[src/rtl/audio_pkg.sv]
// -----------------------------------------------------------------------------
// audio_pkg
// Shared types and constants for the I2S audio transmit path.
//   sample_t     : 16-bit signed two's-complement audio sample
//   i2s_state_t  : transmitter FSM state (IDLE / RUN / DRAIN)
//   CLK_FREQ     : nominal system clock in Hz (used for clock generation in the bench)
//   FRAME_BITS   : BCLK periods per I2S frame (two slots)
//   SLOT_BITS    : BCLK periods per channel slot
//   SAMPLE_W     : sample width in bits
// -----------------------------------------------------------------------------
package audio_pkg;

  localparam int CLK_FREQ   = 125_000_000;
  localparam int FRAME_BITS = 64;
  localparam int SLOT_BITS  = 32;
  localparam int SAMPLE_W   = 16;

  typedef logic signed [SAMPLE_W-1:0] sample_t;

  typedef enum logic [1:0] {
    IDLE,
    RUN,
    DRAIN
  } i2s_state_t;

endpackage : audio_pkg

[src/rtl/sample_fifo2.sv]
// -----------------------------------------------------------------------------
// sample_fifo2
// Two-entry sample FIFO. A push while full and a pop while empty are ignored;
// a push and a pop in the same cycle are both honoured and leave the count
// unchanged. Read data is the head entry, valid whenever o_empty is low.
// Ports:
//   clk, reset_n : clock, asynchronous active-low reset (empties the FIFO)
//   i_push       : write i_data (ignored when full)
//   i_data       : sample to write
//   i_pop        : drop the head entry (ignored when empty)
//   o_data       : head entry
//   o_count      : number of stored entries, 0..2
//   o_full       : o_count == 2
//   o_empty      : o_count == 0
// -----------------------------------------------------------------------------
module sample_fifo2 import audio_pkg::*; (
  input  logic                clk,
  input  logic                reset_n,
  input  logic                i_push,
  input  logic [SAMPLE_W-1:0] i_data,
  input  logic                i_pop,
  output logic [SAMPLE_W-1:0] o_data,
  output logic [1:0]          o_count,
  output logic                o_full,
  output logic                o_empty
);

  sample_t    r_mem [2];
  logic       r_wr_ptr;
  logic       r_rd_ptr;
  logic [1:0] r_count;
  logic       w_push;
  logic       w_pop;

  assign w_push = i_push && !o_full;
  assign w_pop  = i_pop  && !o_empty;

  // NOTE: storage is deliberately not reset; r_count alone says which entries
  // hold data, so clearing the array would only cost reset routing.
  always_ff @(posedge clk) begin
    if (w_push) begin
      r_mem[r_wr_ptr] <= i_data;
    end
  end

  always_ff @(posedge clk or negedge reset_n) begin
    if (!reset_n) begin
      r_wr_ptr <= 1'b0;
      r_rd_ptr <= 1'b0;
      r_count  <= 2'd0;
    end else begin
      if (w_push) r_wr_ptr <= ~r_wr_ptr;
      if (w_pop)  r_rd_ptr <= ~r_rd_ptr;
      case ({w_push, w_pop})
        2'b10:   r_count <= r_count + 2'd1;
        2'b01:   r_count <= r_count - 2'd1;
        default: r_count <= r_count;
      endcase
    end
  end

  assign o_data  = r_mem[r_rd_ptr];
  assign o_count = r_count;
  assign o_full  = (r_count == 2'd2);
  assign o_empty = (r_count == 2'd0);

endmodule : sample_fifo2

[src/rtl/i2s_tx_audio.sv]
// -----------------------------------------------------------------------------
// i2s_tx_audio
// Buffers mono 16-bit samples in a 2-entry FIFO and serialises them to an I2S
// DAC (Philips format, 64 BCLK per frame, 32-bit slots, the same sample in the
// left and right slot). BCLK and LRCLK are divided down from clk.
// Parameter:
//   BCLK_HALF_DIV : clk cycles per BCLK half period
// Ports:
//   clk, reset_n  : system clock, asynchronous active-low reset
//   enable        : 1 = run; 0 = stop at the next frame boundary
//   sample_in     : signed sample, accepted when sample_valid && sample_ready
//   sample_valid  : sample_in is valid
//   sample_ready  : FIFO has room
//   bclk          : I2S bit clock
//   lrclk         : I2S word select, 0 = left, 1 = right
//   sdata         : I2S serial data, updated as bclk falls
//   underrun_cnt  : frames started with an empty FIFO, saturating
// Build option:
//   I2S_TX_UNDERRUN_HOLD_EN : on underrun repeat the previous sample instead
//                             of sending silence.
// -----------------------------------------------------------------------------
module i2s_tx_audio import audio_pkg::*; #(
  parameter int BCLK_HALF_DIV = 20
) (
  input  logic        clk,
  input  logic        reset_n,
  input  logic        enable,
  input  logic [15:0] sample_in,
  input  logic        sample_valid,
  output logic        sample_ready,
  output logic        bclk,
  output logic        lrclk,
  output logic        sdata,
  output logic [15:0] underrun_cnt
);

  localparam int DIV_W = (BCLK_HALF_DIV > 1) ? $clog2(BCLK_HALF_DIV) : 1;
  localparam logic [DIV_W-1:0] DIV_TC = DIV_W'(BCLK_HALF_DIV - 1);
  localparam int B_W   = $clog2(FRAME_BITS);
  localparam int K_W   = $clog2(SLOT_BITS);
  localparam int IDX_W = $clog2(SAMPLE_W);

  i2s_state_t     r_state;
  logic [DIV_W-1:0] r_div;
  logic           r_bclk;
  logic           r_lrclk;
  logic           r_sdata;
  logic [B_W-1:0] r_b;
  sample_t        r_shreg;
  logic [15:0]    r_underrun;

  logic           w_push;
  logic           w_pop;
  logic [15:0]    w_fifo_data;
  logic [1:0]     w_fifo_count;
  logic           w_full;
  logic           w_empty;
  logic           w_tc;
  logic           w_fall;
  logic [B_W-1:0] w_b_next;
  logic           w_frame_end;
  logic           w_stop;
  logic           w_start;
  logic           w_load;
  logic           w_underrun;
  logic [K_W-1:0] w_k;
  logic           w_bit;
  sample_t        w_underrun_fill;

  sample_fifo2 u_fifo (
    .clk     (clk),
    .reset_n (reset_n),
    .i_push  (w_push),
    .i_data  (sample_in),
    .i_pop   (w_pop),
    .o_data  (w_fifo_data),
    .o_count (w_fifo_count),
    .o_full  (w_full),
    .o_empty (w_empty)
  );

  assign w_push       = sample_valid && !w_full;
  assign sample_ready = (w_fifo_count != 2'd2);

  // A fall event is the divider terminal count while bclk is high.
  assign w_tc        = (r_div == DIV_TC);
  assign w_fall      = w_tc && r_bclk && (r_state != IDLE);
  assign w_b_next    = r_b + B_W'(1);
  assign w_frame_end = w_fall && (r_b == B_W'(FRAME_BITS - 1));
  // Only a draining transmitter with enable still low stops at the wrap;
  // if enable came back it behaves exactly like RUN.
  assign w_stop      = (r_state == DRAIN) && !enable && w_frame_end;
  // RUN entry doubles as the b == 0 frame load of the first frame.
  assign w_start     = (r_state == IDLE) && enable && !w_empty;
  assign w_load      = w_start || (w_frame_end && !w_stop);
  assign w_pop       = w_load && !w_empty;
  assign w_underrun  = w_frame_end && !w_stop && w_empty;

`ifdef I2S_TX_UNDERRUN_HOLD_EN
  // Last sample taken from the FIFO, replayed on underrun.
  sample_t r_last;

  always_ff @(posedge clk or negedge reset_n) begin
    if (!reset_n) begin
      r_last <= '0;
    end else if (w_pop) begin
      r_last <= w_fifo_data;
    end
  end

  assign w_underrun_fill = r_last;
`else
  assign w_underrun_fill = '0;
`endif

  // Slot position k = 1..16 carries the sample MSB first; all other slot
  // positions, including k = 0 (the Philips one-bit delay), are 0.
  always_comb begin
    w_k   = w_b_next[K_W-1:0];
    // NOTE: default first so every path assigns w_bit and no latch is inferred.
    w_bit = 1'b0;
    if ((w_k != '0) && (w_k <= K_W'(SAMPLE_W))) begin
      w_bit = r_shreg[IDX_W'(K_W'(SAMPLE_W) - w_k)];
    end
  end

  always_ff @(posedge clk or negedge reset_n) begin
    if (!reset_n) begin
      r_state    <= IDLE;
      r_div      <= '0;
      r_bclk     <= 1'b0;
      r_lrclk    <= 1'b0;
      r_sdata    <= 1'b0;
      r_b        <= '0;
      r_shreg    <= '0;
      r_underrun <= '0;
    end else begin
      case (r_state)
        IDLE: begin
          r_div   <= '0;
          r_bclk  <= 1'b0;
          r_lrclk <= 1'b0;
          r_sdata <= 1'b0;
          r_b     <= '0;
          if (w_start) r_state <= RUN;
        end
        RUN, DRAIN: begin
          if (w_tc) begin
            r_div  <= '0;
            r_bclk <= ~r_bclk;
          end else begin
            r_div  <= r_div + DIV_W'(1);
          end
          if (w_fall) begin
            r_b     <= w_b_next;
            r_lrclk <= w_b_next[K_W];
            r_sdata <= w_bit;
          end
          if (w_stop)      r_state <= IDLE;
          else if (enable) r_state <= RUN;
          else             r_state <= DRAIN;
        end
        default: r_state <= IDLE;
      endcase

      if (w_load) begin
        r_shreg <= w_empty ? w_underrun_fill : sample_t'(w_fifo_data);
      end
      if (w_underrun && (r_underrun != 16'hFFFF)) begin
        r_underrun <= r_underrun + 16'd1;
      end
    end
  end

  assign bclk         = r_bclk;
  assign lrclk        = r_lrclk;
  assign sdata        = r_sdata;
  assign underrun_cnt = r_underrun;

endmodule : i2s_tx_audio
[config.mk]
export PLATFORM = sky130hd
export DESIGN_NAME = i2s_tx_audio
export DESIGN_NICKNAME = d
export VERILOG_FILES = /design/src/rtl/audio_pkg.sv /design/src/rtl/sample_fifo2.sv /design/src/rtl/i2s_tx_audio.sv
export SDC_FILE = /design/constraint.sdc
export NUM_CORES = 1
export LEC_CHECK = 0
export BUFFER_PORTS_ARGS = -buffer_cell sky130_fd_sc_hd__buf_2
export CORE_MARGIN = 1.5
export CORE_UTILIZATION = 58
export DETAILED_ROUTE_END_ITERATION = 6
export PLACE_DENSITY = 0.76
export SETUP_SLACK_MARGIN = 0.05
export SKIP_LAST_GASP = 1
export SYNTH_ARGS = -nofsm -noshare
export SYNTH_HDL_FRONTEND = slang
export SYNTH_SLANG_ARGS = --single-unit
[constraint.sdc]
create_clock -name clk -period 3 [get_ports clk]
set_clock_uncertainty 0.05 [all_clocks]
set_input_delay 0.6 -clock clk [delete_from_list [all_inputs] [get_ports clk]]
set_output_delay 0.6 -clock clk [all_outputs]
set_load 0.05 [all_outputs]
Yosys cells after proc, flatten, opt, wreduce, memory -nomap -nowiden. Memories as Yosys holds them, arrays and structs flattened. Cells that the tools add are included.

Register bits after elaboration: 52. Memory bits (writable): 32. Input bits: 20. Word-level logic and storage cells: 85. Memories: 1.

Memory list: u_fifo.r_mem (words 2, bits a word 16, read ports 1, clocked after Yosys merged registers in 0, wr ports 1, RTL line sample_fifo2.sv:28) `sample_t r_mem [2];`.

Add/subtract/negate cells: 6. Order comparisons: 2. Equality and inequality tests: 12. Mux-type cells: 21. Bitwise gates (word level): 3. Reduce and logical (&&, ||, !) cells: 29.

Operators by type and width (number): 16-bit by 1-bit adder with 16-bit output (second input constant) (1); 16-bit 2-to-1 mux (1); 16-bit != test (second input constant) (1); 1-bit logical AND (15); 6-bit case mux with 2 select lines (1); 5-bit case mux with 2 select lines (1); 2-bit != test (second input constant) (4); 2-bit case mux with 2 select lines (2); 1-bit 2-to-1 mux (7); 6-bit by 1-bit adder with 6-bit output (second input constant) (1); 2-bit == test (second input constant) (3); 6-bit == test (second input constant) (1); 2-bit 2-to-1 mux (3); 6-bit 2-to-1 mux (1); 1-bit case mux with 2 select lines (3); 2-bit nonzero test (3); 5-bit by 1-bit adder with 5-bit output (second input constant) (1); 5-bit == test (second input constant) (1); 5-bit less-or-equal comparator (second input constant) (1); 4-bit by 5-bit less-than comparator with 1-bit output (second input constant) (1); 5-bit 2-to-1 mux (1); 5-bit nonzero test (1); 1-bit binary-select mux with 4-bit select (1); 2-bit by 1-bit == test with 1-bit output (second input constant) (2); other kinds (9) (16).

Logic depth before layout (Yosys ltp).
Word-level depth: 12. Depth in mapped cells: 10. Depth with buffers taken out: 10.

Cells and area by module. Synthesis repeated with hierarchy kept, for this count alone.

Cells, all modules: 323. Area, all modules: 3935.0 µm².

Modules (own cells, without submodules): i2s_tx_audio (instances 1, cells an instance 255, area each 2532.4 µm²); sample_fifo2 (instances 1, cells an instance 68, area each 1402.6 µm²).

Worst setup path after synthesis. OpenSTA, ideal clock, no wires.

Path type: reg-to-reg. Start: reg r_underrun[0], in the netlist underrun_cnt[0]. End: reg r_underrun[1], in the netlist underrun_cnt[1]. Setup time: 0.125 ns. Data arrival time: 2.290 ns. Required time: 2.825 ns. Setup slack: 0.535 ns. Stages on the path, launching flop included: 8. Path buffers: 1. Cells stage by stage: dfrtp_1 -> ha_1 -> and4_1 -> nor2b_1 -> nand2_1 -> o2111ai_2 -> buf_4 -> mux2_2.

Word-level cells in the longest chain between the ends: 2.

Ends and longest elaborated chain: start: declaration (RTL line i2s_tx_audio.sv:50) `logic [15:0] r_underrun;`; start signal: assignment (RTL line i2s_tx_audio.sv:170) `r_underrun <= r_underrun + 16'd1;`; branches (longest 2 deep; another with 16-bit by 1-bit adder with 16-bit output).

Several ways; the timed one is not identified. A chain may end at the register's enable or synchronous reset.

Worst setup path after layout.
Start: reg r_div[0]. End: reg r_underrun[13], in the netlist underrun_cnt[13].

Word-level cells in the longest chain between the ends: 9.

Ends and longest elaborated chain: start: declaration (RTL line i2s_tx_audio.sv:44) `logic [DIV_W-1:0] r_div;`; start signal: assignment (RTL line i2s_tx_audio.sv:152) `r_div <= r_div + DIV_W'(1);`; 5-bit == test * (RTL line i2s_tx_audio.sv:86) `assign w_tc = (r_div == DIV_TC);`; 1-bit logical AND * (2 in a row) (RTL line i2s_tx_audio.sv:87) `assign w_fall = w_tc && r_bclk && (r_state != IDLE);`; 1-bit logical AND * (RTL line i2s_tx_audio.sv:89) `assign w_frame_end = w_fall && (r_b == B_W'(FRAME_BITS - 1));`; 1-bit logical AND (RTL line i2s_tx_audio.sv:92) `assign w_stop = (r_state == DRAIN) && !enable && w_frame_end;`; 1-bit zero test (RTL line i2s_tx_audio.sv:97) `assign w_underrun = w_frame_end && !w_stop && w_empty;`; 1-bit logical AND * (2 in a row) (RTL line i2s_tx_audio.sv:97); 1-bit logical AND * (RTL line i2s_tx_audio.sv:169) `if (w_underrun && (r_underrun != 16'hFFFF)) begin`.

Every way passes the cells marked *; elsewhere a longest branch is shown, timed or not.

==> out/results.ini <==
[place]
numPortBuffers = 39
globalplace.congestion = 0.8231
dp_hpwl_mm = 4.629

[synthesis]
netlist_area_mm2 = 0.003845
yosys.cell_count.top_type = sky130_fd_sc_hd__dfrtp_1
synth_cells = 322
synth_enable_flop_cells = 32
post-synth-top-area-fraction_pct = 33.19
synth.yosys.seq_area_share_pct = 58.18
avgSynthCellArea_um2 = 11.94
async_flop_share_pct = 61.45
synth.distinct_cells = 47
yosys-top-cells-count = 51 x sky130_fd_sc_hd__dfrtp_1, 40 x sky130_fd_sc_hd__nand2_1, 32 x sky130_fd_sc_hd__edfxtp_1
synth.top_cells.by_area = sky130_fd_sc_hd__dfrtp_1 33%, sky130_fd_sc_hd__edfxtp_1 25%, sky130_fd_sc_hd__mux2i_1 4.9%
ys_ff_latch = 83
synth_top_area_cell = sky130_fd_sc_hd__dfrtp_1
synthesis.yosys.warnings = 0
synth-main-ff-cell = sky130_fd_sc_hd__dfrtp_1
syn-num-nets = 349

[drt]
detail-route-antenna-nets = 0
drc = 0
num_vias = 2597
wl_per_cell_um = 15.62
drt_first_iter_violations = 114
wl_mm = 6.984
avgViaCountPerCell = 5.810
drt_first_pass_iters = 4

[hold_path]
holdCritPathClass = primary input to async pin

[clocking]
clockRootBuffer = sky130_fd_sc_hd__clkbuf_8
insertion_delay_to_the_later_sink_of_the_worst_skew_pair_ns = 0.35
cts_hold_buffers = 0
htree_num_levels = 3
clk_pin_slew_worst_paths_ns = 0.09
cts-buffers-inserted = 9
post-cts-setup-buffers = 0
clock_sinks = 83
cts_buffer_depth = 2
clock_tree_from_tritoncts = yes
cts_resized = 0

[sta]
number_of_hold_violations_in_the_final_report = 0
tightestPinTransition_ns = 0.9718
setup_viol_count_final = 0
rsz_0062_raised_after_global_routing = false
final_period_util_pct = 83.97
max_slew_margin_pct = 35.22
timing.setup.tns_ns = 0
slew_viol_final = 0
max_freq_ghz = 0.3969
post-route-min-period_ns = 2.519

[pwr]
share_comb_of_total_power_pct = 26.2
clockPowerShare_pct = 24.9
seq_power_share_pct = 48.9
fin_total_pwr_mw = 3.318
power.net_switching_mw = 1.131
static-leakage-power_nw = 1.914
sw_frac_of_total_pct = 34.07
cell_internal_power_mw = 2.188
power.density_cell_area_mw_per_mm2 = 763.2
peakVddDrop_mv = 0.4858

[worst_setup_path]
setup.worst_path.start_class = flip-flop
worst-setup-path-type = flip-flop to flip-flop
worstPathRequired_ns = 3.23
maximum_fanout_along_the_worst_path = 16
endpoint_kind = flip-flop
crit_arrival_ns = 2.75

[finish]
final.fill_count = 473
multiInputGateArea_mm2 = 0.001526
layout-area-overhead-vs-synth_pct = 13.08
post_route_cells_drive_above_1_share_pct = 21.08
diodes = 0
finalNetCount = 392
register_area_mm2 = 0.002237

[global_route]
grt_pass1_vias = 2466
grt_overflow = 0
track_usage_pct = 20.67
grt_start_max_net_pins = 33
antenna_found_initial = 0
grt_pass1_wl_mm = 11.45

[die]
floorplan.die.height_um = 84.42
die_area_mm2 = 0.007127
floorplan.initialDensity_pct = 60.21
die_x_um = 84.42
floorplan.io_pins = 40
std_cell_rows = 29
floorplan.core_area_mm2 = 0.006386

[job]
max_cap_viol = 0

[run_status]
run_status = finished clean

==> power by group through the flow <==
stage | combinational, mW | clock, mW | sequential, mW
6_report | 0.871 | 0.827 | 1.62
5_1_grt | 0.966 | 0.891 | 1.65
4_1_cts | 0.880 | 0.840 | 1.62
3_5_place_dp | 0.872 | 0 | 1.64
3_3_place_gp | 0.857 | 0 | 1.63
2_1_floorplan | 0.716 | 0 | 1.55
==> cells in the final DEF (no fill, tap or decap), drive strengths merged, types with 2 or more instances in the layout <==
master    count
a21oi         8
and4          3
clkinvlp      2
mux2i        19
xor2         16
nand4         2
xnor2         5
o21ai        18
nand2b        7
mux4          4
dfrtp        51
inv          10
and3          3
nand3        10
clkbuf        9
nor3          5
ha            7
o311ai        2
buf          47
o31ai        16
a21o          3
nor2         18
mux2          2
nor2b         3
edfxtp       32
nor4         10
nand2        41
==> metrics by stage <==
stage | util, % | hold slack, ns | cells | setup WS, ns | instance area (um^2)
2_1_floorplan | - | 0.2544 | 322 | 0.5351 | 3845
3_3_place_gp | 64.85 | 0.4047 | 431 | 0.6450 | 4141
3_5_place_dp | 64.85 | 0.4176 | 431 | 0.5261 | 4141
4_1_cts | 68.08 | 0.1787 | 447 | 0.5007 | 4348
5_1_grt | 68.08 | 0.1927 | 447 | 0.2886 | 4348
6_report | 68.08 | 0.1709 | 447 | 0.4808 | 4348
==> kinds of logic (layout without fill, tap and decap cells) <==
kind of cell	after synthesis	in the layout	share of synthesized area (%)
DFF	83	83	58.18
adders and majority gates	7	7	2.278
xor gates and xnor gates	21	21	4.783
muxes	25	25	7.875
buffers and inverters	22	70	2.311
and+or+nand+nor	108	108	14.84
AOI/OAI and AO/OA	56	56	9.730
==> state kept, by name, summed over array words and instances, names as in the netlist <==
| name | count |
|---|---|
| u_fifo.r_wr_ptr | 1 |
| lrclk | 1 |
| bclk | 1 |
| r_div | 5 |
| u_fifo.r_mem | 32 |
| r_state | 2 |
| u_fifo.r_rd_ptr | 1 |
| r_b | 5 |
| u_fifo.o_count | 2 |
| underrun_cnt | 16 |
| sdata | 1 |
| r_shreg | 16 |
==> cell type report <==
class | instances | share of cell area [%]
sequential | 83 | 51.45
multi-input combinational | 217 | 35.11
timing repair buffer | 47 | 5.871
clock buffer | 9 | 2.849
tap | 77 | 2.216
clock inverter | 7 | 1.899
inverter | 7 | 0.6043
==> worst max-delay path, stage by stage, from the launching register on <==
cell	delay (ns)
sky130_fd_sc_hd__dfrtp_1	0.41
sky130_fd_sc_hd__ha_1	0.23
sky130_fd_sc_hd__and4bb_4	0.30
sky130_fd_sc_hd__nand3_2	0.10
sky130_fd_sc_hd__nor4_4	0.22
sky130_fd_sc_hd__o2111ai_2	0.45
sky130_fd_sc_hd__nor4_1	0.50
sky130_fd_sc_hd__xor2_1	0.19
==> final timing paths <==
path / start / to / slack, ns / cells past startpoint
worst min-delay path: reset_n / r_b[1] / 0.17 / 2
worst max-delay path: r_div[0] / underrun_cnt[13] / 0.48 / 7
min in group clk: sample_in[7] / u_fifo.r_mem[0][7] / 0.38 / 1
max in group asynchronous: reset_n / underrun_cnt[15] / 2.42 / 2
worst min register to register: r_shreg[9] / r_shreg[9] / 0.43 / 2
worst max register to register: r_div[0] / underrun_cnt[13] / 0.48 / 7
==> metal layers <==
metal,part of all wire [%],GRT usage (%),up-vias
met4,1.6,8.944,0
met1,45,27.89,1258
met2,50,33.38,65
li1,-,-,1264
met3,3.5,3.638,10
met5,0,0,-
(Power assumes the default switching activity.)
